==> config.mk <==
export PLATFORM = sky130hd
export DESIGN_NAME = mm_write_master
export DESIGN_NICKNAME = d
export VERILOG_FILES = /design/src/rtl/mm_write_master_pkg.sv /design/src/rtl/mm_write_master.sv
export SDC_FILE = /design/constraint.sdc
export NUM_CORES = 1
export LEC_CHECK = 0
export BUFFER_PORTS_ARGS = -buffer_cell sky130_fd_sc_hd__buf_2
export CAP_MARGIN = 20
export CELL_PAD_IN_SITES_DETAIL_PLACEMENT = 1
export CELL_PAD_IN_SITES_GLOBAL_PLACEMENT = 1
export CORE_MARGIN = 2
export CORE_UTILIZATION = 35
export CTS_CLUSTER_SIZE = 8
export DETAILED_ROUTE_END_ITERATION = 7
export PLACE_DENSITY_LB_ADDON = 0.1
export SLEW_MARGIN = 5
export SYNTH_ARGS = -nofsm -noshare
export SYNTH_HDL_FRONTEND = slang
export SYNTH_SLANG_ARGS = --single-unit
==> constraint.sdc <==
create_clock -name clk -period 2.35 [get_ports clk]
set_input_delay 0.1175 -clock clk [delete_from_list [all_inputs] [get_ports clk]]
set_output_delay 0.1175 -clock clk [all_outputs]
set_load 0.02 [all_outputs]
==> src/rtl/mm_write_master_pkg.sv <==
// mm_write_master_pkg
//   Shared definitions for the memory-mapped write master: the FSM state
//   encoding, the fixed data path width, the byte lane count and the address
//   stride between consecutive words.
package mm_write_master_pkg;

  typedef enum logic [2:0] {
    ST_IDLE    = 3'd0,
    ST_POP     = 3'd1,
    ST_CAPTURE = 3'd2,
    ST_WRITE   = 3'd3,
    ST_DONE    = 3'd4
  } state_t;

  localparam int DATA_BITS   = 32;
  localparam int BYTE_LANES  = 4;
  localparam int WORD_STRIDE = 4;

endpackage

==> src/rtl/mm_write_master.sv <==
// mm_write_master
//   Moves `length` 32-bit words from an external FIFO to consecutive,
//   word-aligned bus addresses starting at `base_addr`. At most one word is in
//   flight at any time: pop, capture, then write and wait for acceptance.
//
// Ports
//   clk              single clock, rising edge
//   reset            synchronous, active-low
//   start            one-cycle request to begin a transfer (ignored while busy)
//   base_addr        byte address of the first write
//   length           number of words to move (0 gives an immediate done)
//   busy             high while a transfer is in progress
//   done             one-cycle completion pulse
//   fifo_read_en     pop request to the upstream FIFO
//   fifo_data        FIFO read data, valid the cycle after a pop
//   fifo_empty       upstream FIFO empty flag
//   avm_address      bus write address (always word aligned)
//   avm_write        bus write strobe
//   avm_writedata    bus write data
//   avm_byteenable   bus byte enables, all lanes always on
//   avm_waitrequest  slave stall; a write is accepted when this is low
module mm_write_master
  import mm_write_master_pkg::*;
#(
  parameter int ADDR_BITS  = 32,
  parameter int COUNT_BITS = 16
) (
  input  logic                  clk,
  input  logic                  reset,
  input  logic                  start,
  input  logic [ADDR_BITS-1:0]  base_addr,
  input  logic [COUNT_BITS-1:0] length,
  output logic                  busy,
  output logic                  done,
  output logic                  fifo_read_en,
  input  logic [DATA_BITS-1:0]  fifo_data,
  input  logic                  fifo_empty,
  output logic [ADDR_BITS-1:0]  avm_address,
  output logic                  avm_write,
  output logic [DATA_BITS-1:0]  avm_writedata,
  output logic [BYTE_LANES-1:0] avm_byteenable,
  input  logic                  avm_waitrequest
);

  // Clears the two low address bits so every bus address is word aligned.
  localparam logic [ADDR_BITS-1:0] ADDR_MASK = {{(ADDR_BITS-2){1'b1}}, 2'b00};

  state_t state;
  state_t state_next;

  logic [COUNT_BITS-1:0] remaining;
  logic                  accept;
  logic                  last_word;

  assign accept         = (state == ST_WRITE) && avm_write && !avm_waitrequest;
  assign last_word      = (remaining == COUNT_BITS'(1));
  assign avm_byteenable = {BYTE_LANES{1'b1}};

  always_ff @(posedge clk) begin
    if (!reset) begin
      state <= ST_IDLE;
    end else begin
      state <= state_next;
    end
  end

  // Next-state logic. The FIFO pop is combinational so a word can be taken
  // in the same cycle the FIFO becomes non-empty.
  always_comb begin
    state_next   = state;
    fifo_read_en = 1'b0;
    case (state)
      ST_IDLE: begin
        if (start && (length != '0)) begin
          state_next = ST_POP;
        end
      end
      ST_POP: begin
        fifo_read_en = !fifo_empty;
        if (!fifo_empty) begin
          state_next = ST_CAPTURE;
        end
      end
      ST_CAPTURE: begin
        state_next = ST_WRITE;
      end
      ST_WRITE: begin
        if (accept) begin
          state_next = last_word ? ST_DONE : ST_POP;
        end
      end
      ST_DONE: begin
        state_next = ST_IDLE;
      end
      default: begin
        state_next = ST_IDLE;
      end
    endcase
  end

  // Datapath. The address register is loaded at start so the bus already
  // shows the base address while the first word is being fetched; busy drops
  // together with the done pulse on the final acceptance.
  always_ff @(posedge clk) begin
    if (!reset) begin
      busy          <= 1'b0;
      done          <= 1'b0;
      avm_write     <= 1'b0;
      avm_address   <= '0;
      avm_writedata <= '0;
      remaining     <= '0;
    end else begin
      done <= 1'b0;
      case (state)
        ST_IDLE: begin
          if (start) begin
            if (length != '0) begin
              avm_address <= base_addr & ADDR_MASK;
              remaining   <= length;
              busy        <= 1'b1;
            end else begin
              done <= 1'b1;
            end
          end
        end
        ST_CAPTURE: begin
          avm_writedata <= fifo_data;
          avm_write     <= 1'b1;
        end
        ST_WRITE: begin
          if (accept) begin
            avm_write   <= 1'b0;
            avm_address <= avm_address + ADDR_BITS'(WORD_STRIDE);
            remaining   <= remaining - COUNT_BITS'(1);
            if (last_word) begin
              busy <= 1'b0;
              done <= 1'b1;
            end
          end
        end
        default: begin
        end
      endcase
    end
  end

endmodule

==> results.md <==
- Final worst slack: 0.319 ns
- Slew headroom: 0.588
- H-tree levels: 3
- Fmax: 492 MHz
- DP Cell Count: 912
- Unrepaired setup endpoints after global routing: false
- Num CTS Buffers: 9
- Power Density: 704 mW/mm^2
- Clock Power Share: 0.379
- Later-pin clock latency in the skew report: 0.35 ns
- DPL Wire Length: 11.2 mm
- Worst R2R Start: state[1]$_SDFFE_PN0P_
- CTS Sinks: 84
- Critical Path Fanout Max: 18
- Slew of the pin with the lowest slew margin: 0.618 ns
- Ys flop type: dfxtp_1
- Post-Layout Cell Count: 941
- VDD IR max: 0.000504 V
- Die ar.: 0.0135 mm^2
- Clock Skew: 0.00913 ns
- GP Congestion: 0.815
- Yosys warnings: 0
- Leak Pwr: 0.00251 uW
- Die width: 116 um
- DRT Pass-1 Iters: 4
- Required @ worst endpoint: 2.59 ns
- Final period utilization: 0.864
- Sw Pwr: 1290 uW
- Final setup vio count: 0
- Drt initial violations: 280
- Dpl ws: 0.0196 ns
- Cell internal pwr: 2860 uW
- Setup TNS: 0 ns
- Worst hold slack: 0.00669 ns
- Cell with the most instances after synthesis: nand2_1
- Sequential share of the synthesized area: 0.380
- Post-CTS Setup Bufs: 0
- Num rows: 41
- Comb power frac: 0.222
- Syn avg cell area: 7.32 um^2
- Final Hold Violating Endpoints: 0
- CTS tree: yes
- Routed wire length: 15.8 mm
- Port Buffer Count: 148
- Yosys reg bits: 84
- Vias/cell: 5.41
- Post-route ant nets: 0
- Global Route Usage Sum: 0.235
- Sw frac: 0.311
- Starting density of the core: 0.355
- Area share of the largest cell type after synthesis: 0.380
- Synth top area cells: dfxtp_1 38%, nand2_1 12%, a21oi_1 9.5%
- Core box area: 0.0125 mm^2
- Crit path time final: 2.03 ns
- Slew Limit Fails: 0
- ANT cells: 0
- Worst hold path class: input port to flip-flop
- Layout Utilization: 0.473
- CTS Buffer Depth: 2
- # IOs: 157
- Status: completed
- Cells after Synth: 604
- Global route total overflow: 0
- Clock root buffer master: clkbuf_16
- Synth top cells by count: 140 x nand2_1, 84 x a21oi_1, 84 x dfxtp_1
- Vias in the first global route: 5044
- Vias: 5091
- CP startpoint: state[1]$_SDFFE_PN0P_
- DRC viols: 0
- CP arrival: 2.28 ns
- Number of enable flip-flop cells after synthesis: 0
- Initial antenna violation count: 0
- CTS resizes: 0
- First-pass GRT wire length: 25.1 mm
- Area Growth Syn to Fin: 33.3%
- WL/cell: 16.8 um
- Ys async rst share: 0
- Area leader, netlist: dfxtp_1
- Reg clk slew, reported paths: 0.07 ns
- Worst Min Path Start: fifo_data[22]
- Worst setup SP type: flip-flop
- Die Y: 116 um
- Synth cell types: 57
- Setup CP Type: flip-flop to flip-flop
- Layout Nets: 852
- Crit end category: flip-flop
- Largest net degree at the start of global routing: 84
- Max-cap violations: 0
- Layout cells sized above 1: 0.265
- Mapped cell area: 0.00442 mm^2
- Sequential power share: 0.399
power by group through the flow:
stage | clock network, uW | registers, uW | logic, uW
after floorplan | 0 | 1760 | 463
after global placement | 0 | 1680 | 875
after detailed placement | 0 | 1690 | 898
after CTS | 1610 | 1660 | 922
after global routing | 1670 | 1680 | 1020
final | 1570 | 1660 | 921
worst max-delay path: stages (launching register included):
cell,delay (ns)
dfxtp_1,0.45
and3b_1,0.40
nand2_1,0.22
o21ai_2,0.13
buf_4,0.27
o21ai_0,0.13
a221oi_1,0.32
path summary, 6_finish.rpt:
path | endpoint | slack [ns] | cells past startpoint
max | remaining[0]$_SDFFE_PN0P_ | 0.32 | 6
max reg2reg | remaining[0]$_SDFFE_PN0P_ | 0.32 | 6
min | avm_writedata[22]$_SDFFE_PN0P_ | 0.007 | 3
min reg2reg | avm_writedata[3]$_SDFFE_PN0P_ | 0.45 | 2
layer usage:
layer	track usage	routed length (um)	up-vias	share of wire
met4	0.0587	141	0	0.0089
met3	0.0446	615	8	0.039
met2	0.416	7940	101	0.50
met1	0.294	7100	2483	0.45
met5	0	0	-	0
li1	-	-	2499	-
state kept, by name, indices dropped and copies added, names as in the netlist:
| signal | flops |
|---|---|
| state | 3 |
| remaining | 16 |
| avm_write | 1 |
| busy | 1 |
| avm_address | 30 |
| done | 1 |
| avm_writedata | 32 |
cell usage in the layout, fill, tap and decap left out, drive strengths merged, types with 3 or more instances in the layout:
master and instances:
o22ai 12, nor3 19, nand3 13, nor2 28, nand4 19, o21a 3
o211ai 3, o31ai 5, nor4 8, dfxtp 84, or4 6, clkbuf 11
and4 3, nand3b 4, a21o 4, conb 6, nand2b 4, nand2 140
dlygate4sd3 13, o32ai 3, and3 6, a311oi 3, ha 3, a21oi 84
inv 7, o31a 11, buf 178, a31oi 10, a211oi 4, o21ai 32
or2 4, and2 10, nor3b 3
repair_timing:
action | in CTS | in global routing
hold endpoints to repair | 13 | 0
setup endpoints to repair | 0 | 0
hold buffers | 13 | 0
kinds of logic (layout without fill, tap and decap cells):
family	count (synthesis)	count (layout)	synth area share
and+or+nand+nor	273	273	0.291
DFF	84	84	0.380
muxes	1	1	0.00226
buffers and inverters	52	213	0.0523
AOI/OAI and AO/OA	189	189	0.264
other	2	6	0.00170
adders and majority gates	3	3	0.00849
final cells by class:
class / instances / area (um^2)
fillers: 1617 / 6570
multi-input cells: 472 / 2530
flip-flops and latches: 84 / 1680
repair buffers: 191 / 1120
clock buffers: 11 / 243
well taps: 172 / 215
clock inverters: 5 / 83.8
inverters: 6 / 22.5
per-stage QoR:
step / cell area, um^2 / power [uW]
floorplan: 4440 / 2220
global placement: 5440 / 2550
detailed placement: 5440 / 2590
CTS: 5890 / 4190
global route: 5890 / 4370
finish: 5890 / 4150
No activity file was read; power rests on OpenSTA's default activity.
